### config.mk
export PLATFORM = sky130hd
export DESIGN_NAME = gpr_write_arbiter
export DESIGN_NICKNAME = d
export VERILOG_FILES = /design/src/rtl/gpr_write_arbiter.sv
export SDC_FILE = /design/constraint.sdc
export NUM_CORES = 1
export LEC_CHECK = 0
export CAP_MARGIN = 20
export CELL_PAD_IN_SITES_DETAIL_PLACEMENT = 0
export CELL_PAD_IN_SITES_GLOBAL_PLACEMENT = 1
export CORE_MARGIN = 3
export CORE_UTILIZATION = 39
export DETAILED_ROUTE_END_ITERATION = 10
export GPL_ROUTABILITY_DRIVEN = 0
export GPL_TIMING_DRIVEN = 0
export PLACE_DENSITY = 0.87
export SLEW_MARGIN = 20
export SYNTH_ARGS = -nofsm -noshare
export SYNTH_HDL_FRONTEND = slang
export SYNTH_SLANG_ARGS = --single-unit
### constraint.sdc
create_clock -name clk_i -period 2.6 [get_ports clk_i]
set_clock_uncertainty 0.05 [all_clocks]
set_input_delay 0.78 -clock clk_i [delete_from_list [all_inputs] [get_ports clk_i]]
set_output_delay 0.78 -clock clk_i [all_outputs]
set_load 0.03 [all_outputs]
### src/rtl/gpr_write_arbiter.sv
// ============================================================================
// Module   : gpr_write_arbiter
// Purpose  : Shares the GPR write port between the in-order write-back path
//            and a buffered long-latency (mul/div) result stream.
//            Optional macro GPR_ARB_PERF_EN adds stall/drop counters.
// Revision : 1.0  initial release
// ============================================================================
`default_nettype none

module gpr_write_arbiter #(
  parameter int DATA_WIDTH    = 32,
  parameter int RF_ADDR_WIDTH = 5,
  parameter int BUF_DEPTH     = 2,
  parameter int MAX_WAIT      = 8
) (
  input  logic                     clk_i,
  input  logic                     rstn_i,
  input  logic                     wb_valid_i,
  input  logic [RF_ADDR_WIDTH-1:0] wb_rd_i,
  input  logic [DATA_WIDTH-1:0]    wb_wdata_i,
  output logic                     wb_stall_o,
  input  logic                     mc_valid_i,
  output logic                     mc_ready_o,
  input  logic [RF_ADDR_WIDTH-1:0] mc_rd_i,
  input  logic [DATA_WIDTH-1:0]    mc_wdata_i,
  output logic                     gpr_we_o,
  output logic [RF_ADDR_WIDTH-1:0] gpr_waddr_o,
  output logic [DATA_WIDTH-1:0]    gpr_wdata_o
`ifdef GPR_ARB_PERF_EN
  ,
  output logic [31:0]              stall_cnt_o,
  output logic [31:0]              drop_cnt_o
`endif
);

  localparam int c_PTR_W = $clog2(BUF_DEPTH);
  localparam int c_AGE_W = $clog2(MAX_WAIT + 1);
  localparam logic [c_AGE_W-1:0] c_AGE_MAX = c_AGE_W'(MAX_WAIT);

  typedef enum logic [0:0] {
    S_PIPE  = 1'b0,
    S_DRAIN = 1'b1
  } state_t;

  state_t                     r_state;
  logic                       r_stall;
  logic                       r_mc_ready;
  logic [c_PTR_W:0]           r_wptr;
  logic [c_PTR_W:0]           r_rptr;
  logic [c_AGE_W-1:0]         r_age;
  logic                       r_gpr_we;
  logic [RF_ADDR_WIDTH-1:0]   r_gpr_waddr;
  logic [DATA_WIDTH-1:0]      r_gpr_wdata;
  logic [RF_ADDR_WIDTH-1:0]   r_mem_rd   [BUF_DEPTH];
  logic [DATA_WIDTH-1:0]      r_mem_data [BUF_DEPTH];

  logic                       w_wb_req;
  logic                       w_mc_acc;
  logic                       w_push;
  logic                       w_pop;
  logic                       w_grant_wb;
  logic                       w_empty;
  logic                       w_empty_nxt;
  logic                       w_full_nxt;
  logic [c_PTR_W:0]           w_wptr_nxt;
  logic [c_PTR_W:0]           w_rptr_nxt;
  logic [c_AGE_W-1:0]         w_age_nxt;
  state_t                     w_state_nxt;
  logic [RF_ADDR_WIDTH-1:0]   w_head_rd;
  logic [DATA_WIDTH-1:0]      w_head_data;

  always_comb begin
    w_wb_req    = wb_valid_i && (wb_rd_i != '0);
    w_mc_acc    = mc_valid_i && r_mc_ready;
    // x0 results complete the handshake but never reach the buffer
    w_push      = w_mc_acc && (mc_rd_i != '0);
    w_empty     = (r_wptr == r_rptr);
    w_head_rd   = r_mem_rd[r_rptr[c_PTR_W-1:0]];
    w_head_data = r_mem_data[r_rptr[c_PTR_W-1:0]];

    w_pop      = 1'b0;
    w_grant_wb = 1'b0;
    if (r_state == S_DRAIN) begin
      w_pop = !w_empty;
    end else if (w_wb_req) begin
      w_grant_wb = 1'b1;
    end else begin
      w_pop = !w_empty;
    end

    w_wptr_nxt  = r_wptr + (c_PTR_W+1)'(w_push);
    w_rptr_nxt  = r_rptr + (c_PTR_W+1)'(w_pop);
    w_empty_nxt = (w_wptr_nxt == w_rptr_nxt);
    w_full_nxt  = (w_wptr_nxt[c_PTR_W] != w_rptr_nxt[c_PTR_W]) &&
                  (w_wptr_nxt[c_PTR_W-1:0] == w_rptr_nxt[c_PTR_W-1:0]);

    w_age_nxt = '0;
    if (!w_empty && !w_pop) begin
      w_age_nxt = (r_age == c_AGE_MAX) ? r_age : r_age + c_AGE_W'(1);
    end

    w_state_nxt = r_state;
    if (r_state == S_PIPE) begin
      if (w_full_nxt || (w_age_nxt == c_AGE_MAX)) begin
        w_state_nxt = S_DRAIN;
      end
    end else if (w_empty_nxt) begin
      w_state_nxt = S_PIPE;
    end
  end

  always_ff @(posedge clk_i or negedge rstn_i) begin
    if (!rstn_i) begin
      r_state     <= S_PIPE;
      r_stall     <= 1'b0;
      r_mc_ready  <= 1'b0;
      r_wptr      <= '0;
      r_rptr      <= '0;
      r_age       <= '0;
      r_gpr_we    <= 1'b0;
      r_gpr_waddr <= '0;
      r_gpr_wdata <= '0;
    end else begin
      r_state    <= w_state_nxt;
      r_stall    <= (w_state_nxt == S_DRAIN);
      r_mc_ready <= !w_full_nxt;
      r_wptr     <= w_wptr_nxt;
      r_rptr     <= w_rptr_nxt;
      r_age      <= w_age_nxt;
      r_gpr_we   <= w_grant_wb || w_pop;
      if (w_grant_wb) begin
        r_gpr_waddr <= wb_rd_i;
        r_gpr_wdata <= wb_wdata_i;
      end else if (w_pop) begin
        r_gpr_waddr <= w_head_rd;
        r_gpr_wdata <= w_head_data;
      end
    end
  end

  // Storage needs no reset: occupancy is tracked solely by the pointers
  always_ff @(posedge clk_i) begin
    if (w_push) begin
      r_mem_rd[w_wptr_nxt[c_PTR_W-1:0] - c_PTR_W'(1)]   <= mc_rd_i;
      r_mem_data[w_wptr_nxt[c_PTR_W-1:0] - c_PTR_W'(1)] <= mc_wdata_i;
    end
  end

`ifdef GPR_ARB_PERF_EN
  logic [31:0] r_stall_cnt;
  logic [31:0] r_drop_cnt;

  always_ff @(posedge clk_i or negedge rstn_i) begin
    if (!rstn_i) begin
      r_stall_cnt <= '0;
      r_drop_cnt  <= '0;
    end else begin
      if (r_stall && (r_stall_cnt != '1)) begin
        r_stall_cnt <= r_stall_cnt + 32'(1);
      end
      if (w_mc_acc && (mc_rd_i == '0) && (r_drop_cnt != '1)) begin
        r_drop_cnt <= r_drop_cnt + 32'(1);
      end
    end
  end

  assign stall_cnt_o = r_stall_cnt;
  assign drop_cnt_o  = r_drop_cnt;
`endif

  assign wb_stall_o  = r_stall;
  assign mc_ready_o  = r_mc_ready;
  assign gpr_we_o    = r_gpr_we;
  assign gpr_waddr_o = r_gpr_waddr;
  assign gpr_wdata_o = r_gpr_wdata;

endmodule

`default_nettype wire
==> impl_results.md <==
- Status: completed
- Power Dens Cells: 1350 nW/µm²
- Routed WL: 12,200 µm
- Synth warnings: 0
- Cts bufs inserted: 17
- Final period util: 97.8%
- Pre-antenna DRT Iters: 4
- RR Startpoint: r_wptr[0]
- Slew @ Worst Pin: 0.676 ns
- Die W: 118 µm
- Rel. slew slack: 54.9%
- WP data required: 2.85 ns
- Worst Reg-to-Reg Cells: 10
- Layout cell share with drive strength beyond 1: 11.7%
- Core area: 12,200 µm²
- Total instance count after detailed placement: 658
- Initial antenna violation count: 0
- Final hold vios: 0
- CTS Buffer Depth: 2
- Peak VDD IR: 627 µV
- R2r setup slk: 0.21 ns
- Most instantiated cells after synthesis: o21ai_0 (102), edfxtp_1 (74), dfrtp_1 (48)
- Vias in the first global route: 3,776
- Antenna cells: 0
- Wire per inst: 17.4 µm
- Post-synth EDFFs: 74
- FF-to-FF End: wb_stall_o
- Hold crit path type: in -> async
- Max-cap violations: 0
- Syn Inst Count: 372
- I/O Buffers: 117
- Flops & latches, synth: 122
- Vias: 3,474
- Worst setup SP type: input pin
- Mean post-synth cell area: 13.2 µm²
- Main synth FF type: edfxtp_1
- First-pass GRT wire length: 19,400 µm
- Fmax: 393 MHz
- # IOs: 118
- Antenna Nets Post-Route: 0
- Cell Count, Final, Fillers Out: 698
- P_leak: 2.68 nW
- Syn Nets: 455
- Synth top area cells: edfxtp_1 (45%), dfrtp_1 (25%), o21ai_0 (10%)
- Crit path kind: in -> reg
- Leading area contributor after synthesis: edfxtp_1
- CTS tree: done
- Count leader, synth: o21ai_0
- Min Tclk post-route: 2.54 ns
- Largest net degree at the start of global routing: 49
- Largest stage delay, worst path: 0.53 ns
- Asr flop ratio synth: 39.3%
- Area grow syn2layout: 44.1%
- Remaining DRCs: 0
- Clk Tree Root Cell: clkbuf_16
- Cell row count: 40
- Distinct cell type count after synthesis: 30
- Via density per instance: 4.98
- Mapped Area: 4900 µm²
- Worst-Skew Late Latency: 0.41 ns
- Worst EP arrival: 2.79 ns
- Crit-path slowest cell: or4_4
- Iter 0 DRT Violations: 317
- Nets@finish: 600
- Die area: 13,900 µm²
- H-tree depth: 4
- Setup violations, final: 0
- Seq/Total Area, Yosys: 69.9%
- Clk slew on worst S/H paths: 0.05 ns
- Remaining Overflow, GRT: 0
- Final Max Tran Viols: 0
- Setup crit end kind: flop
- Starting density of the core: 40.3%
- Sink Count: 122
- Setup TNS: 0 ns
- CP Cell Sequence: dlygate4sd2_1 > or4_4 > o21a_1 > buf_6 > nor2b_4 > ha_4 > xor2_2 > xor2_1 > mux2i_1 > o41ai_1
- Chip height: 118 µm
- Final HPWL DP: 7970 µm
- Max FO, Critical Path: 2
- Total GRT Usage: 18.1%
- Unrepaired setup endpoints after global routing: no
- Post-synth top area share: 45.4%
-- how the worst max path moves through the flow --
stage	depth (start not counted)	slack, ns	start	end
2_1_floorplan	8	-0.003	wb_rd_i[3]	wb_stall_o
3_3_place_gp	4	-1.0	mc_rd_i[3]	r_mem_data[0][18]
3_5_place_dp	8	-0.64	mc_rd_i[3]	wb_stall_o
4_1_cts	9	0.005	wb_rd_i[3]	wb_stall_o
5_1_grt	8	0.01	wb_valid_i	gpr_wdata_o[12]
6_report	10	0.06	wb_rd_i[0]	wb_stall_o
-- area by class of cell --
cell class / count / area, µm²
fillers: 1034 / 5100
flip-flops and latches: 122 / 3420
multi-input cells: 222 / 1480
repair buffers: 126 / 1280
clock buffers: 24 / 472
well taps: 168 / 210
plain buffers: 23 / 106
clock inverters: 8 / 70.1
inverters: 5 / 18.8
-- what timing repair did --
item	4_1_cts	5_1_grt
pin swaps	5	5
setup endpoints to repair	2	11
gates resized for setup	15	13
hold buffers	0	0
setup buffers	4	4
hold endpoints to repair	0	0
-- cells by family (layout without fill, tap and decap cells) --
kind of cell / count (synthesis) / count (layout) / synth area share, %
compound gates: 115 / 115 / 12.2
xor+xnor: 8 / 8 / 1.43
fa+ha+maj: 5 / 5 / 1.28
buf+inv: 28 / 186 / 2.45
flops: 122 / 122 / 69.9
mux: 39 / 39 / 7.99
simple gates: 55 / 55 / 4.78
-- sequential cells by signal, summed over array words and instances, names as in the netlist --
signal,flops
r_age,4
gpr_waddr_o,5
gpr_we_o,1
r_mem_data,64
r_rptr,2
gpr_wdata_o,32
r_mem_rd,10
wb_stall_o,1
mc_ready_o,1
r_wptr,2
-- placed cells by master, fill, tap and decap left out, types with 6 or more instances in the layout --
cell             instances
buf_2                    6
buf_4                    7
clkbuf_1                17
clkbuf_16               17
clkdlybuf4s50_1        111
dfrtp_1                 48
edfxtp_1                74
mux2i_1                 38
nand2_1                 42
o21ai_0                102
o21ai_1                  6
-- critical path: cells and delay by family --
kind,cells,cell delay (ns)
and+or+nand+nor,2,0.65
muxes,1,0.11
adders and majority gates,1,0.16
buffers and inverters,2,0.40
AOI/OAI and AO/OA,2,0.29
xor gates and xnor gates,2,0.39
-- routing by layer --
layer / routed length [µm] / global-route usage [%] / vias up
li1: - / - / 1652
met1: 5320 / 22.1 / 1703
met2: 6130 / 30.4 / 108
met3: 608 / 5.09 / 11
met4: 117 / 6.74 / 0
met5: 0 / 0 / -
-- stage by stage --
stage | cell area [µm²] | hold WS (ns) | util (%) | setup slack (ns) | total power [mW]
2_1_floorplan | 4910 | 0.434 | - | -0.00293 | 5.47
3_3_place_gp | 6290 | 0.452 | 51.7 | -0.995 | 6.93
3_5_place_dp | 6320 | 0.467 | 52.0 | -0.641 | 7.06
4_1_cts | 6990 | 0.375 | 57.5 | 0.00539 | 9.46
5_1_grt | 7060 | 0.401 | 58.0 | 0.00962 | 10.1
6_report | 7060 | 0.357 | 58.0 | 0.0560 | 9.50
-- report_power, final --
part / switching [mW] / internal (mW) / total (mW) / leakage, nW
registers: 0.316 / 2.74 / 3.05 / 1.25
logic: 2.56 / 1.74 / 4.30 / 1.17
clock network: 0.787 / 1.35 / 2.14 / 0.264
total: 3.66 / 5.84 / 9.50 / 2.68
(Power assumes the default switching activity.)
==> patch 1 (same settings) <==
Build with the macro `GPR_ARB_PERF_EN` defined.
--- a/src/rtl/gpr_write_arbiter.sv
+++ b/src/rtl/gpr_write_arbiter.sv
@@ -6,6 +6,8 @@
 // Revision : 1.0  initial release
 // ============================================================================
 `default_nettype none
+
+`define GPR_ARB_PERF_EN
 
 module gpr_write_arbiter #(
   parameter int DATA_WIDTH    = 32,
Behaviour (old outputs only; new: drop_cnt_o and stall_cnt_o): unchanged (equiv_simple and equiv_induct, registers matched by name and starting in step).
==> patch 1 against the unedited design <==
Routed wire length grew 57%. Power grew 17%. Sequential cell count up 64. Area after synthesis is 62% higher. Die area rose by 59%. Clock power up 20%. Worst setup slack lost 4.2 ps. Final area grew 55%. Hold slack got worse by 94 ps. Highest routed layer unchanged.
==> patch 1: results (changes against the unedited design) <==
metric,value,unit,change
post-synthesis adder-cell area fraction,1.10,%,-0.18 points
Vias,5778,,+66%
worst vdd ir,645,uV,+2.8%
Storage cell area,5020,sq um,+47%
Critical R2R Launch,drop_cnt_o[0],,
initial antenna violation count,0,,unchanged
Comb power,4.38,mW,+2%
layout net count,951,,+59%
# diodes,0,,unchanged
Top Metal Used,met4,,
IO buf count,181,,+55%
metal2 WL,8.99,mm,+47%
Post-Route M1 WL,8.49,mm,+60%
clk slew on worst S/H paths,80,ps,+30 ps
Seq area share,46.0,%,-2.5 points
fraction of area in non-clock buffers,19.3,%,-0.40 points
switching pwr,4.27,mW,+17%
status,completed,,
Clock buffer cells,18,,-25%
Fillers,1655,,+60%
Compound-Gate Fraction of Synth Area,6.81,%,-5.4 points
commonest cells in the netlist,"dfrtp_1 (112), nand2_1 (97), edfxtp_1 (74)",,
Signal buffers,223,,+50%
r2r endpoint,drop_cnt_o[15],,
Inverters,8,,+3
Seq power,4.16,mW,+36%
multiplexer area fraction after synthesis,5.19,%,-2.8 points
sequential-to-total area share from yosys stat,63.2,%,-6.7 points
ys async rst share,60.2,%,+21 points
pin count of the biggest net entering global routing,59,,+20%
Layout Cells excl Fill,1144,,+64%
crit-path max FO,5,,+3
count of different cell masters after synthesis,47,,+57%
#MultiIn Comb,430,,+94%
Clock Sinks,186,,+52%
Cells after Synth,649,,+74%
Total Power,11.1,mW,+17%
Place WS,-1130,ps,-489 ps
GRT met1 Usage,23.5,%,+1.4 points
Worst Hold Slack,263,ps,-94.0 ps
met3 GRT Util,5.17,%,+0.072 points
R2R depth,6,,-4
layout cell share with drive strength beyond 1,8.53,%,-3.2 points
Routed WL,19.2,mm,+57%
vias in the first global route,5747,,+52%
Detailed Place HPWL,13.4,mm,+68%
metal3 WL,1.50,mm,+150%
syn nets,734,,+61%
global-route wire length before repair,30.8,mm,+59%
Multi-input gate area,2850,sq um,+93%
Arrival @ worst endpoint,2800,ps,about the same
leak pwr,4.35,nW,+62%
clock-cell share of area,5.39,%,-2.3 points
worst slew pin tran,818,ps,+142 ps
-- patch 1: changes by cell type after synthesis, moves of 11 or more --
cell / delta
xnor2_1: +45
nand3_1: +25
o21ai_0: -33
and4_1: +11
nand2_1: +55
and3_1: +16
nand4_1: +25
dfrtp_1: +64
nor2_1: +18
xor2_1: +14
-- patch 1: worst max-delay path by stage --
stage,cells after the start,endpoint,from
final,7,drop_cnt_o[30],mc_rd_i[3]
after global routing,10,wb_stall_o,wb_rd_i[1]
after CTS,11,wb_stall_o,wb_rd_i[0]
after detailed placement,12,wb_stall_o,wb_valid_i
after global placement,1,gpr_wdata_o[6],rstn_i
after floorplan,5,drop_cnt_o[25],mc_rd_i[1]
-- patch 1: repair_timing --
action / CTS / global route
cloned: 0 / 0
resized for setup: 9 / 6
pin swaps: 4 / 11
setup buffers: 4 / 12
setup endpoints to repair: 37 / 10
-- patch 1: critical path: stages --
cell           delay, ps
dlygate4sd2_1        260
or4_4                580
or4_4                530
nor4_4               210
buf_4                180
nand4_1              110
xnor2_1              140
==> patch 2 (same flow settings) <==
Without the edit above. `MAX_WAIT`: 8 -> 4.
--- a/src/rtl/gpr_write_arbiter.sv
+++ b/src/rtl/gpr_write_arbiter.sv
@@ -11,7 +11,7 @@
   parameter int DATA_WIDTH    = 32,
   parameter int RF_ADDR_WIDTH = 5,
   parameter int BUF_DEPTH     = 2,
-  parameter int MAX_WAIT      = 8
+  parameter int MAX_WAIT      = 4
 ) (
   input  logic                     clk_i,
   input  logic                     rstn_i,
Behaviour: not the same (Yosys sat finds a counterexample within 10 cycles, from zero or initial values and one cycle with rstn_i low).
==> patch 2 against the unedited design <==
Synthesized cell count fell by 0.81%. Sequential cell count fell by 1. Worst setup slack improved by 16 ps. Area after synthesis fell by 0.84%. Routed wire length fell by 1.3%. Die area fell by 0.79%. Final area fell by 0.51%. Power fell by 0.32%. Critical path type unchanged. Critical endpoint unchanged. Largest cell class unchanged.
==> patch 2: results (changes against the unedited design) <==
metric,value,unit,change
status,completed,,
Worst slew margin,56.2,%,+1.3 points
syn nets,452,,-0.66%
Area contributors post-synth,"edfxtp_1 (46%), dfrtp_1 (24%), o21ai_0 (10%), mux2i_1 (7.6%), nand2_1 (3.2%)",,
DP Cell Count,655,,-0.46%
worst vdd ir,591,uV,-5.7%
Cells after Synth,369,,-0.81%
Fin. Hold Viols,0,,unchanged
Post-synth EDFFs,74,,unchanged
ys async rst share,38.8,%,-0.50 points
Power Internal,5.88,mW,+0.74%
vias per cell,4.91,,-1.4%
pin count of the biggest net entering global routing,48,,-2.0%
leak pwr,2.69,nW,+0.41%
Total Routing Usage GR,17.9,%,-0.19 points
vias in the first global route,3607,,-4.5%
layout net count,598,,-0.33%
Avg WL per Cell,17.3,um,-1.0%
global-route wire length before repair,19.0,mm,-2.1%
CP peak stage delay,440,ps,-90 ps
Arrival @ worst endpoint,2760,ps,-30 ps
# diodes,0,,unchanged
Root Buffer,clkbuf_16,,
crit-path max FO,11,,+9
DRT iter0 DRCs,184,,-42%
sequential-to-total area share from yosys stat,70.0,%,+0.079 points
Routed WL,12.0,mm,-1.3%
Detailed Place HPWL,7.71,mm,-3.2%
Critical-path top delay cell,clkdlybuf4s50_1,,
clk slew on worst S/H paths,50,ps,about the same
commonest cells in the netlist,"o21ai_0 (101), edfxtp_1 (74), dfrtp_1 (47)",,
initial antenna violation count,0,,unchanged
layout cell share with drive strength beyond 1,12.3,%,+0.61 points
Placed Area,6280,sq um,-0.69%
[patch 2: layer usage]
metal | vias up | wire (um) | global-route usage, %
met5 | - | 0 | 0
met3 | 12 | 696 | 6.05
met2 | 102 | 5940 | 28.5
li1 | 1645 | - | -
met4 | 0 | 168 | 7.11
met1 | 1657 | 5220 | 22.5
[patch 2: worst paths after layout]
| kind | start | slack [ps] | cells after the start | to |
|---|---|---|---|---|
| setup / recovery | mc_rd_i[1] | 70 | 8 | wb_stall_o |
| hold / removal | rstn_i | 350 | 1 | gpr_wdata_o[27] |
| setup reg to reg | r_wptr[0] | 290 | 11 | wb_stall_o |
| hold reg to reg | gpr_wdata_o[11] | 530 | 2 | gpr_wdata_o[11] |
| max in group asynchronous | rstn_i | 1700 | 1 | r_rptr[0] |
| min in group clk_i | gpr_wdata_o[11] | 530 | 2 | gpr_wdata_o[11] |
[patch 2: what timing repair did]
item,4_1_cts,5_1_grt
resized for setup,9,15
endpoints found under the setup margin,2,34
setup buffers,4,6
hold buffers,0,0
cloned,0,0
pin swaps,1,3
[patch 2: final cells by class]
class | instances | area (sq um)
tap | 168 | 210
clock buffer | 24 | 482
inverter | 6 | 22.5
timing repair buffer | 128 | 1290
buffer | 22 | 116
multi-input combinational | 219 | 1410
clock inverter | 8 | 93.8
sequential | 121 | 3400
fill | 1022 | 5090
[patch 2: cell families (layout without fill, tap and decap cells)]
family	after synthesis	count (layout)	synth area share (%)
xor+xnor	7	7	1.26
mux	37	37	7.63
fa+ha+maj	5	5	1.29
simple gates	56	56	5.00
flops	121	121	70.0
compound gates	114	114	12.2
buf+inv	29	188	2.63
[patch 2: power groups by stage]
stage | logic [mW] | clock network, mW | registers (mW)
2_1_floorplan | 1.83 | 0 | 3.60
6_report | 4.19 | 2.25 | 3.03
4_1_cts | 4.11 | 2.30 | 3.01
3_5_place_dp | 3.98 | 0 | 3.02
3_3_place_gp | 3.89 | 0 | 3.00
5_1_grt | 4.63 | 2.39 | 3.10
[patch 2: stage by stage]
step,utilization [%],setup WS (ps)
3_5_place_dp,51.8,-757
5_1_grt,58.0,-31.7
3_3_place_gp,51.7,-883
2_1_floorplan,-,-27.1
4_1_cts,57.3,16.5
6_report,58.0,71.6
